--- src/rtl/ps2_host_tx_if.sv ---
// Command handshake and PS/2 pad signals for the host-to-device transmitter.
// The master side issues commands and models the pads; the slave side is the transmitter.
interface ps2_host_tx_if;
  logic [7:0] tx_data;
  logic       tx_start;
  logic       tx_busy;
  logic       tx_done;
  logic       tx_err;
  logic       ps2_clk_in;
  logic       ps2_data_in;
  logic       ps2_clk_oe;
  logic       ps2_data_oe;

  modport master (
    output tx_data, tx_start, ps2_clk_in, ps2_data_in,
    input  tx_busy, tx_done, tx_err, ps2_clk_oe, ps2_data_oe
  );

  modport slave (
    input  tx_data, tx_start, ps2_clk_in, ps2_data_in,
    output tx_busy, tx_done, tx_err, ps2_clk_oe, ps2_data_oe
  );
endinterface

--- src/rtl/ps2_host_tx.sv ---
// PS/2 host-to-device transmitter: inhibit, request-to-send, clocks out one byte
// with odd parity on device clock falling edges, then checks the device ACK.
module ps2_host_tx #(
  parameter int INHIBIT_CYCLES = 5000,
  parameter int RTS_CYCLES     = 50,
  parameter int TIMEOUT_CYCLES = 750000
) (
  input  logic          clk,
  input  logic          reset,
  ps2_host_tx_if.slave  bus
);

  localparam int CNT_MAX  = (INHIBIT_CYCLES > RTS_CYCLES) ? INHIBIT_CYCLES : RTS_CYCLES;
  localparam int CNT_W    = (CNT_MAX > 1) ? $clog2(CNT_MAX) : 1;
  localparam int TCNT_W   = (TIMEOUT_CYCLES > 1) ? $clog2(TIMEOUT_CYCLES) : 1;
  localparam logic [CNT_W-1:0]  INHIBIT_LOAD = CNT_W'(INHIBIT_CYCLES - 1);
  localparam logic [CNT_W-1:0]  RTS_LOAD     = CNT_W'(RTS_CYCLES - 1);
  localparam logic [TCNT_W-1:0] TCNT_LAST    = TCNT_W'(TIMEOUT_CYCLES - 1);

  typedef enum logic [2:0] {
    ST_IDLE,
    ST_INHIBIT,
    ST_RTS,
    ST_SEND,
    ST_ACK,
    ST_RELEASE
  } state_t;

  // Pad synchronisers: bit 0 = clock, bit 1 = data. Reset to the idle-high bus level.
  logic [1:0] pad_in;
  logic [1:0] meta_reg, sync_reg, hist_reg;
  logic       clk_sync, data_sync, clk_fall;

  assign pad_in = {bus.ps2_data_in, bus.ps2_clk_in};

  always_ff @(posedge clk or posedge reset) begin
    if (reset) begin
      meta_reg <= 2'b11;
      sync_reg <= 2'b11;
      hist_reg <= 2'b11;
    end else begin
      meta_reg <= pad_in;
      sync_reg <= meta_reg;
      hist_reg <= sync_reg;
    end
  end

  assign clk_sync  = sync_reg[0];
  assign data_sync = sync_reg[1];
  assign clk_fall  = hist_reg[0] & ~sync_reg[0];

  state_t            state_reg, state_next;
  logic [CNT_W-1:0]  cnt_reg, cnt_next;
  logic [TCNT_W-1:0] tcnt_reg, tcnt_next;
  logic [3:0]        bitidx_reg, bitidx_next;
  logic [7:0]        data_reg, data_next;
  logic              parity_reg, parity_next;
  logic              clk_oe_reg, clk_oe_next;
  logic              data_oe_reg, data_oe_next;
  logic              done_reg, done_next;
  logic              err_reg, err_next;
  logic              timed_out;

  assign timed_out = (tcnt_reg == TCNT_LAST);

  always_ff @(posedge clk or posedge reset) begin
    if (reset) begin
      state_reg   <= ST_IDLE;
      cnt_reg     <= '0;
      tcnt_reg    <= '0;
      bitidx_reg  <= '0;
      data_reg    <= '0;
      parity_reg  <= 1'b0;
      clk_oe_reg  <= 1'b0;
      data_oe_reg <= 1'b0;
      done_reg    <= 1'b0;
      err_reg     <= 1'b0;
    end else begin
      state_reg   <= state_next;
      cnt_reg     <= cnt_next;
      tcnt_reg    <= tcnt_next;
      bitidx_reg  <= bitidx_next;
      data_reg    <= data_next;
      parity_reg  <= parity_next;
      clk_oe_reg  <= clk_oe_next;
      data_oe_reg <= data_oe_next;
      done_reg    <= done_next;
      err_reg     <= err_next;
    end
  end

  always_comb begin
    state_next   = state_reg;
    cnt_next     = cnt_reg;
    tcnt_next    = tcnt_reg;
    bitidx_next  = bitidx_reg;
    data_next    = data_reg;
    parity_next  = parity_reg;
    clk_oe_next  = clk_oe_reg;
    data_oe_next = data_oe_reg;
    done_next    = 1'b0;
    err_next     = 1'b0;

    case (state_reg)
      ST_IDLE: begin
        // A request coinciding with a completion pulse is dropped, not deferred.
        if (bus.tx_start && !done_reg && !err_reg) begin
          data_next    = bus.tx_data;
          parity_next  = ~^bus.tx_data;
          cnt_next     = INHIBIT_LOAD;
          clk_oe_next  = 1'b1;
          data_oe_next = 1'b0;
          state_next   = ST_INHIBIT;
        end
      end

      ST_INHIBIT: begin
        if (cnt_reg == '0) begin
          cnt_next     = RTS_LOAD;
          data_oe_next = 1'b1;
          state_next   = ST_RTS;
        end else begin
          cnt_next = cnt_reg - CNT_W'(1);
        end
      end

      ST_RTS: begin
        if (cnt_reg == '0) begin
          clk_oe_next = 1'b0;
          bitidx_next = '0;
          tcnt_next   = '0;
          state_next  = ST_SEND;
        end else begin
          cnt_next = cnt_reg - CNT_W'(1);
        end
      end

      ST_SEND: begin
        if (clk_fall) begin
          tcnt_next   = '0;
          bitidx_next = bitidx_reg + 4'd1;
          if (bitidx_reg < 4'd8) begin
            data_oe_next = ~data_reg[bitidx_reg[2:0]];
          end else if (bitidx_reg == 4'd8) begin
            data_oe_next = ~parity_reg;
          end else begin
            data_oe_next = 1'b0;
            state_next   = ST_ACK;
          end
        end else if (timed_out) begin
          clk_oe_next  = 1'b0;
          data_oe_next = 1'b0;
          err_next     = 1'b1;
          state_next   = ST_IDLE;
        end else begin
          tcnt_next = tcnt_reg + TCNT_W'(1);
        end
      end

      ST_ACK: begin
        if (clk_fall) begin
          tcnt_next = '0;
          if (!data_sync) begin
            state_next = ST_RELEASE;
          end else begin
            err_next   = 1'b1;
            state_next = ST_IDLE;
          end
        end else if (timed_out) begin
          clk_oe_next  = 1'b0;
          data_oe_next = 1'b0;
          err_next     = 1'b1;
          state_next   = ST_IDLE;
        end else begin
          tcnt_next = tcnt_reg + TCNT_W'(1);
        end
      end

      ST_RELEASE: begin
        if (clk_sync && data_sync) begin
          done_next  = 1'b1;
          state_next = ST_IDLE;
        end else if (clk_fall) begin
          tcnt_next = '0;
        end else if (timed_out) begin
          clk_oe_next  = 1'b0;
          data_oe_next = 1'b0;
          err_next     = 1'b1;
          state_next   = ST_IDLE;
        end else begin
          tcnt_next = tcnt_reg + TCNT_W'(1);
        end
      end

      default: begin
        clk_oe_next  = 1'b0;
        data_oe_next = 1'b0;
        state_next   = ST_IDLE;
      end
    endcase
  end

  assign bus.tx_busy     = (state_reg != ST_IDLE);
  assign bus.tx_done     = done_reg;
  assign bus.tx_err      = err_reg;
  assign bus.ps2_clk_oe  = clk_oe_reg;
  assign bus.ps2_data_oe = data_oe_reg;

endmodule

--- src/flat_wrapper.sv ---
// flat-port wrapper written by rule: the top's interface ports become plain ports
module ps2_host_tx_flat 
#(
  parameter int INHIBIT_CYCLES = 5000,
  parameter int RTS_CYCLES     = 50,
  parameter int TIMEOUT_CYCLES = 750000
)
  (clk, reset, bus_tx_data, bus_tx_start, bus_ps2_clk_in, bus_ps2_data_in, bus_tx_busy, bus_tx_done, bus_tx_err, bus_ps2_clk_oe, bus_ps2_data_oe);
  ps2_host_tx_if bus_i ();
  input  logic clk;
  input  logic reset;
  input wire logic [$bits(bus_i.tx_data)-1:0] bus_tx_data;
  input wire logic [$bits(bus_i.tx_start)-1:0] bus_tx_start;
  input wire logic [$bits(bus_i.ps2_clk_in)-1:0] bus_ps2_clk_in;
  input wire logic [$bits(bus_i.ps2_data_in)-1:0] bus_ps2_data_in;
  output wire logic [$bits(bus_i.tx_busy)-1:0] bus_tx_busy;
  output wire logic [$bits(bus_i.tx_done)-1:0] bus_tx_done;
  output wire logic [$bits(bus_i.tx_err)-1:0] bus_tx_err;
  output wire logic [$bits(bus_i.ps2_clk_oe)-1:0] bus_ps2_clk_oe;
  output wire logic [$bits(bus_i.ps2_data_oe)-1:0] bus_ps2_data_oe;
  assign bus_i.tx_data = bus_tx_data;
  assign bus_i.tx_start = bus_tx_start;
  assign bus_i.ps2_clk_in = bus_ps2_clk_in;
  assign bus_i.ps2_data_in = bus_ps2_data_in;
  assign bus_tx_busy = bus_i.tx_busy;
  assign bus_tx_done = bus_i.tx_done;
  assign bus_tx_err = bus_i.tx_err;
  assign bus_ps2_clk_oe = bus_i.ps2_clk_oe;
  assign bus_ps2_data_oe = bus_i.ps2_data_oe;
  ps2_host_tx #(.INHIBIT_CYCLES(INHIBIT_CYCLES), .RTS_CYCLES(RTS_CYCLES), .TIMEOUT_CYCLES(TIMEOUT_CYCLES)) u_core (.clk(clk), .reset(reset), .bus(bus_i));
endmodule
--- config.mk ---
export PLATFORM = sky130hd
export DESIGN_NAME = ps2_host_tx_flat
export DESIGN_NICKNAME = d
export VERILOG_FILES = /design/src/rtl/ps2_host_tx_if.sv /design/src/rtl/ps2_host_tx.sv /design/src/flat_wrapper.sv
export SDC_FILE = /design/constraint.sdc
export NUM_CORES = 1
export LEC_CHECK = 0
export BUFFER_PORTS_ARGS = -buffer_cell sky130_fd_sc_hd__buf_2
export CORE_MARGIN = 2
export CORE_UTILIZATION = 40
export CTS_BUF_LIST = sky130_fd_sc_hd__clkbuf_4 sky130_fd_sc_hd__clkbuf_8 sky130_fd_sc_hd__clkbuf_16
export CTS_CLUSTER_SIZE = 14
export DETAILED_ROUTE_END_ITERATION = 8
export PLACE_DENSITY = 0.67
export SYNTH_ARGS = -nofsm -noshare
export SYNTH_HDL_FRONTEND = slang
export SYNTH_SLANG_ARGS = --single-unit
--- constraint.sdc ---
create_clock -name clk -period 3.4 [get_ports clk]
set_clock_uncertainty 0.15 [all_clocks]
set_input_delay 0.34 -clock clk [delete_from_list [all_inputs] [get_ports clk]]
set_output_delay 0.34 -clock clk [all_outputs]
set_load 0.05 [all_outputs]
; Yosys cells after proc, flatten, opt, wreduce, memory -nomap -nowiden
; Cells that the tools add are included.
[word_totals]
regBits = 58
wordCells = 109
[op_classes]
addsub = 3
n_lt_le_gt_ge = 2
eq_ne = 16
muxes = 49
bitwise_logic = 6
n_reduce_logical = 20
[ops]
columns = op, count
row1 = 20-bit two-way mux, 4
row2 = 20-bit one-hot mux with 3 select lines, 1
row3 = 13-bit two-way mux, 3
row4 = 13-bit one-hot mux with 3 select lines, 1
row5 = 3-bit two-way mux, 11
row6 = 1-bit two-way mux, 21
row7 = 20-bit by 1-bit adder with 20-bit output (second input constant), 1
row8 = 20-bit == test (second input constant), 1
row9 = 3-bit one-hot mux with 6 select lines, 1
row10 = 13-bit logical NOT, 1
row11 = 13-bit by 1-bit subtractor with 13-bit output (second input constant), 1
row12 = 3-bit inequality test (second input constant), 3
row13 = 3-bit AND reduction, 3
row14 = 3-bit nonzero test, 3
row15 = 4-bit two-way mux, 2
row16 = 2-bit by 1-bit inequality test with 1-bit output (second input constant), 4
row17 = 4-bit one-hot mux with 2 select lines, 1
row18 = 4-bit AND reduction, 2
row19 = 8-bit XNOR reduction, 1
row20 = 3-bit by 2-bit == test with 1-bit output (second input constant), 2
row21 = 3-bit == test (second input constant), 2
row22 = 1-bit one-hot mux with 6 select lines, 1
row23 = 6-bit AND reduction, 1
row24 = 1-bit inverter, 5
row25 = other kinds (16), 20

; Logic depth before layout (Yosys ltp)
[depth]
depth_word = 6
depth_mapped = 8
depth_no_buf = 7

; Least setup slack after synthesis
; No wires, ideal clock.
[synth_path]
kind = register to register
start = register u_core.state_reg[1]
end = register u_core.tcnt_reg[3]
arrival_time_ns = 2.171
setup_slack_ns = 1.006
path_stages_with_launch = 8
n_path_buf = 1
path_cell_list = dfrtp_1 -> clkbuf_1 -> inv_1 -> ha_1 -> a41oi_2 -> nand2_4 -> or4_4 -> a21oi_2
[synth_via]
elab_chain_cells = 4
word_cells_on_any_way = 10
[synth_lines]
columns = element, line
row1 = "start, declared", ps2_host_tx.sv:52  ; state_t state_reg, state_next;
row2 = "start signal, assigned", ps2_host_tx.sv:79  ; state_reg <= state_next;
row3 = 3-bit by 2-bit == test with 1-bit output or 3-bit == test (tied branches), ps2_host_tx.sv:104  ; case (state_reg)
row4 = 2-bit OR reduction (no line), --
row5 = 3-bit nonzero test (no line), --
row6 = 3-bit AND reduction (no line), --
row7 = "end signal, assigned", ps2_host_tx.sv:81  ; tcnt_reg <= tcnt_next;
row8 = "end, declared", ps2_host_tx.sv:54  ; logic [TCNT_W-1:0] tcnt_reg, tcnt_next;
; Several ways; a longest one is shown, not always the timed one.
; A chain may end at the register's enable or synchronous reset.

; Final worst setup path
; Ends and elaborated chain as after synthesis.

==> summary.md <==
| Metric | Value |
|---|---|
| Cells after synthesis | 376 |
| Clock buffer depth | 2 |
| Final Hold Viols | 0 |
| Yosys cell types | 61 |
| RSZ-0062 raised after global routing | false |
| CTS buffer count | 9 |
| Relative slew slack | 38.6% |
| MaxCap Viol Count | 0 |
| Final WL | 8.13 mm |
| Hold_ws | 0.0501 ns |
| Placed cell count | 487 |
| CP startpoint | u_core.state_reg[1]$_DFFE_PP0P_ |
| Die Ht | 97.5 um |
| GRT Total Usage | 18.3% |
| Die area | 9500 um2 |
| Mapped Avg Cell Area | 9.29 um2 |
| Reg2Reg Depth | 6 |
| Net Count, Synth | 396 |
| Final net count | 412 |
| Most frequent cells after synthesis | 53 x dfrtp_1, 36 x nor2_1, 27 x o21ai_0 |
| Area of the multi-input gates | 1920 um2 |
| Synth Register Bits | 58 |
| Pleak | 1.55 nW |
| Status | complete, no violations |
| CTS tree | yes |
| Pre-CTS WS | 0.847 ns |
| Clock root buffer | clkbuf_8 |
| CTS sink cnt | 58 |
| Vias in the first global route | 2882 |
| Drt first-iter violations | 212 |
| HPWL after DPL | 5.84 mm |
| Part of the power in combinational logic | 39.3% |
| CORE AREA | 8590 um2 |
| Synth top area cells | dfrtp_1 38%, mux2_2 4.2%, nor2_1 3.9% |
| Final setup margin | 0.783 ns |
| Worst skew pair latency | 0.34 ns |
| Fill cells | 822 |
| Crit path capture type | register |
| Global-route wire length before repair | 14.2 mm |
| NetSw | 1.05 mW |
| I/O pins | 18 |
| Diode count | 0 |
| H-tree depth | 3 |
| RR Endpoint | u_core.tcnt_reg[3]$_DFFE_PP0P_ |
| Max FFs per register | 20 |
| Sum Neg Setup Slack | 0 ns |
| Die width | 97.5 um |
| Routed vias/inst | 5.96 |
| Seq/Total Area, Yosys | 41.7% |
| DR pass1 iterations | 5 |
| Largest fanout on the critical path | 17 |
| Port Buffers | 17 |
| Vias | 3005 |
| Crit path to | u_core.tcnt_reg[3]$_DFFE_PP0P_ |
| P&R area growth vs syn | 10.4% |
| Worst min-delay path category | input pin to asynchronous set/reset pin |
| Post-cts sizing count | 0 |
| Initial Utilization | 40.7% |
| Prevailing post-synth register cell | dfrtp_1 |
| # DRC | 0 |
| Final Core Density | 44.9% |
| Largest net degree at the start of global routing | 45 |
| Routed Antenna Nets | 0 |
| Net Sw Frac | 41.2% |
| Post-CTS setup buffers | 0 |
| Critical path type | register to register |
| CP Launch Type | register |
| Final setup violation count | 0 |
| Cell Int Power | 1.50 mW |
| Reg area | 1460 um2 |
| Worst-margin pin slew | 0.920 ns |
| Yosys warns | 0 |
| Row count | 34 |
| Global placer's final weighted congestion | 0.872 |
| Worst R2R Start | u_core.state_reg[1]$_DFFE_PP0P_ |
| Share of power burned in registers | 38.2% |
| Mapped Area | 3490 um2 |
| Peak Freq | 0.382 GHz |
| Layout Cells excl Fill | 504 |
| Initial antenna violation count | 0 |
| Share of flip-flops with an asynchronous set or reset | 100% |
| Clk pwr share | 22.4% |
| Routed WL per cell | 16.1 um |
| Worst path cell trace | inv_1 > ha_1 > a41oi_2 > nand2_4 > or4_4 > a21oi_2 |
| Max Slew Vio Count | 0 |
| Post-layout instance area | 3860 um2 |
| Share of layout cells above drive strength 1 | 17.4% |
| Clock transition at path regs | 0.07 ns |
| Power Total | 2.56 mW |
| Yosys top cell by area | dfrtp_1 |
| CP peak stage delay | 0.64 ns |
| Crit-path slowest cell | dfrtp_1 |
| Maximum vdd drop | 0.000255 V |
| FF-to-FF setup slack | 0.78 ns |
| Grt total ovfl | 0 |
| Pwr dens | 663 nW/um2 |
| Final period utilization | 77.0% |
| Number of synthesized flops with an enable pin | 0 |
| Post-synth top area share | 38.0% |
| Crit path required time | 3.52 ns |
| Post-layout min period | 2.62 ns |
| Cell area after placement | 3660 um2 |
| Top-count cell post-synth | dfrtp_1 |
| Critical Path AT | 2.74 ns |
-- layout by cell type (no fill, tap or decap), drive strengths merged, types with 7 or more instances in the layout --
| master | instances |
|---|---|
| nor3 | 14 |
| buf | 20 |
| o21ai | 28 |
| nand4 | 16 |
| xor2 | 10 |
| nor4 | 7 |
| ha | 7 |
| mux2 | 13 |
| clkbuf | 12 |
| o31ai | 9 |
| inv | 11 |
| dfrtp | 53 |
| nor2 | 36 |
| a21oi | 20 |
| nand3 | 19 |
| nand2 | 27 |
| nand2b | 9 |
-- repair_timing --
item | 4_1_cts | 5_1_grt
hold buffers | 2 | 0
setup endpoints to repair | 0 | 0
endpoints found under the hold margin | 2 | 0
-- how the worst min path moves through the flow --
| stage | start | to | slack (ns) | cells after the start |
|---|---|---|---|---|
| 4_1_cts | reset | u_core.state_reg[1]$_DFFE_PP0P_ | 0.09 | 2 |
| 5_1_grt | bus_tx_data[1] | u_core.data_reg[1]$_DFFE_PP0P_ | 0.11 | 2 |
| 3_5_place_dp | u_core.meta_reg[0]$_DFF_PP1_ | u_core.sync_reg[0]$_DFF_PP1_ | 0.22 | 0 |
| 6_report | reset | u_core.tcnt_reg[11]$_DFFE_PP0P_ | 0.05 | 2 |
| 2_1_floorplan | bus_ps2_clk_in | u_core.meta_reg[0]$_DFF_PP1_ | 0.19 | 0 |
| 3_3_place_gp | u_core.meta_reg[0]$_DFF_PP1_ | u_core.sync_reg[0]$_DFF_PP1_ | 0.22 | 0 |
-- critical path, delay by kind of cell (launching register included) --
kind / cells / cell delay (ns)
compound gates: 2 / 0.51
flops: 1 / 0.64
simple gates: 2 / 0.74
buf+inv: 1 / 0.15
fa+ha+maj: 1 / 0.35
-- kinds of logic after synthesis --
logic type,share of synthesized area (%)
DFF,41.7
xor gates and xnor gates,4.01
buffers and inverters,3.30
AOI/OAI and AO/OA,17.6
and+or+nand+nor,25.5
muxes,5.41
adders and majority gates,2.51
-- power groups by stage --
stage                     clock (mW)  combinational, mW  sequential (mW)
after floorplan                    0              0.839            0.929
after global placement             0              0.981            0.976
after detailed placement           0              0.998            0.986
after CTS                      0.593               1.01            0.974
after global routing           0.624               1.13            0.998
final                          0.574               1.01            0.977
-- cell type report --
type                       count  area share, %
inverter                      11           1.07
tap                          108           3.50
clock buffer                  12           4.12
multi-input combinational    290           49.8
timing repair buffer          22           3.31
sequential                    58           37.8
clock inverter                 3          0.389
-- layer usage --
layer	wire length [um]	vias up	track usage, %
met1	3850	1457	25.9
met2	3730	97	28.5
met4	136	0	6.73
met5	0	-	0
met3	412	16	2.88
li1	-	1435	-
(Power assumes the default switching activity.)
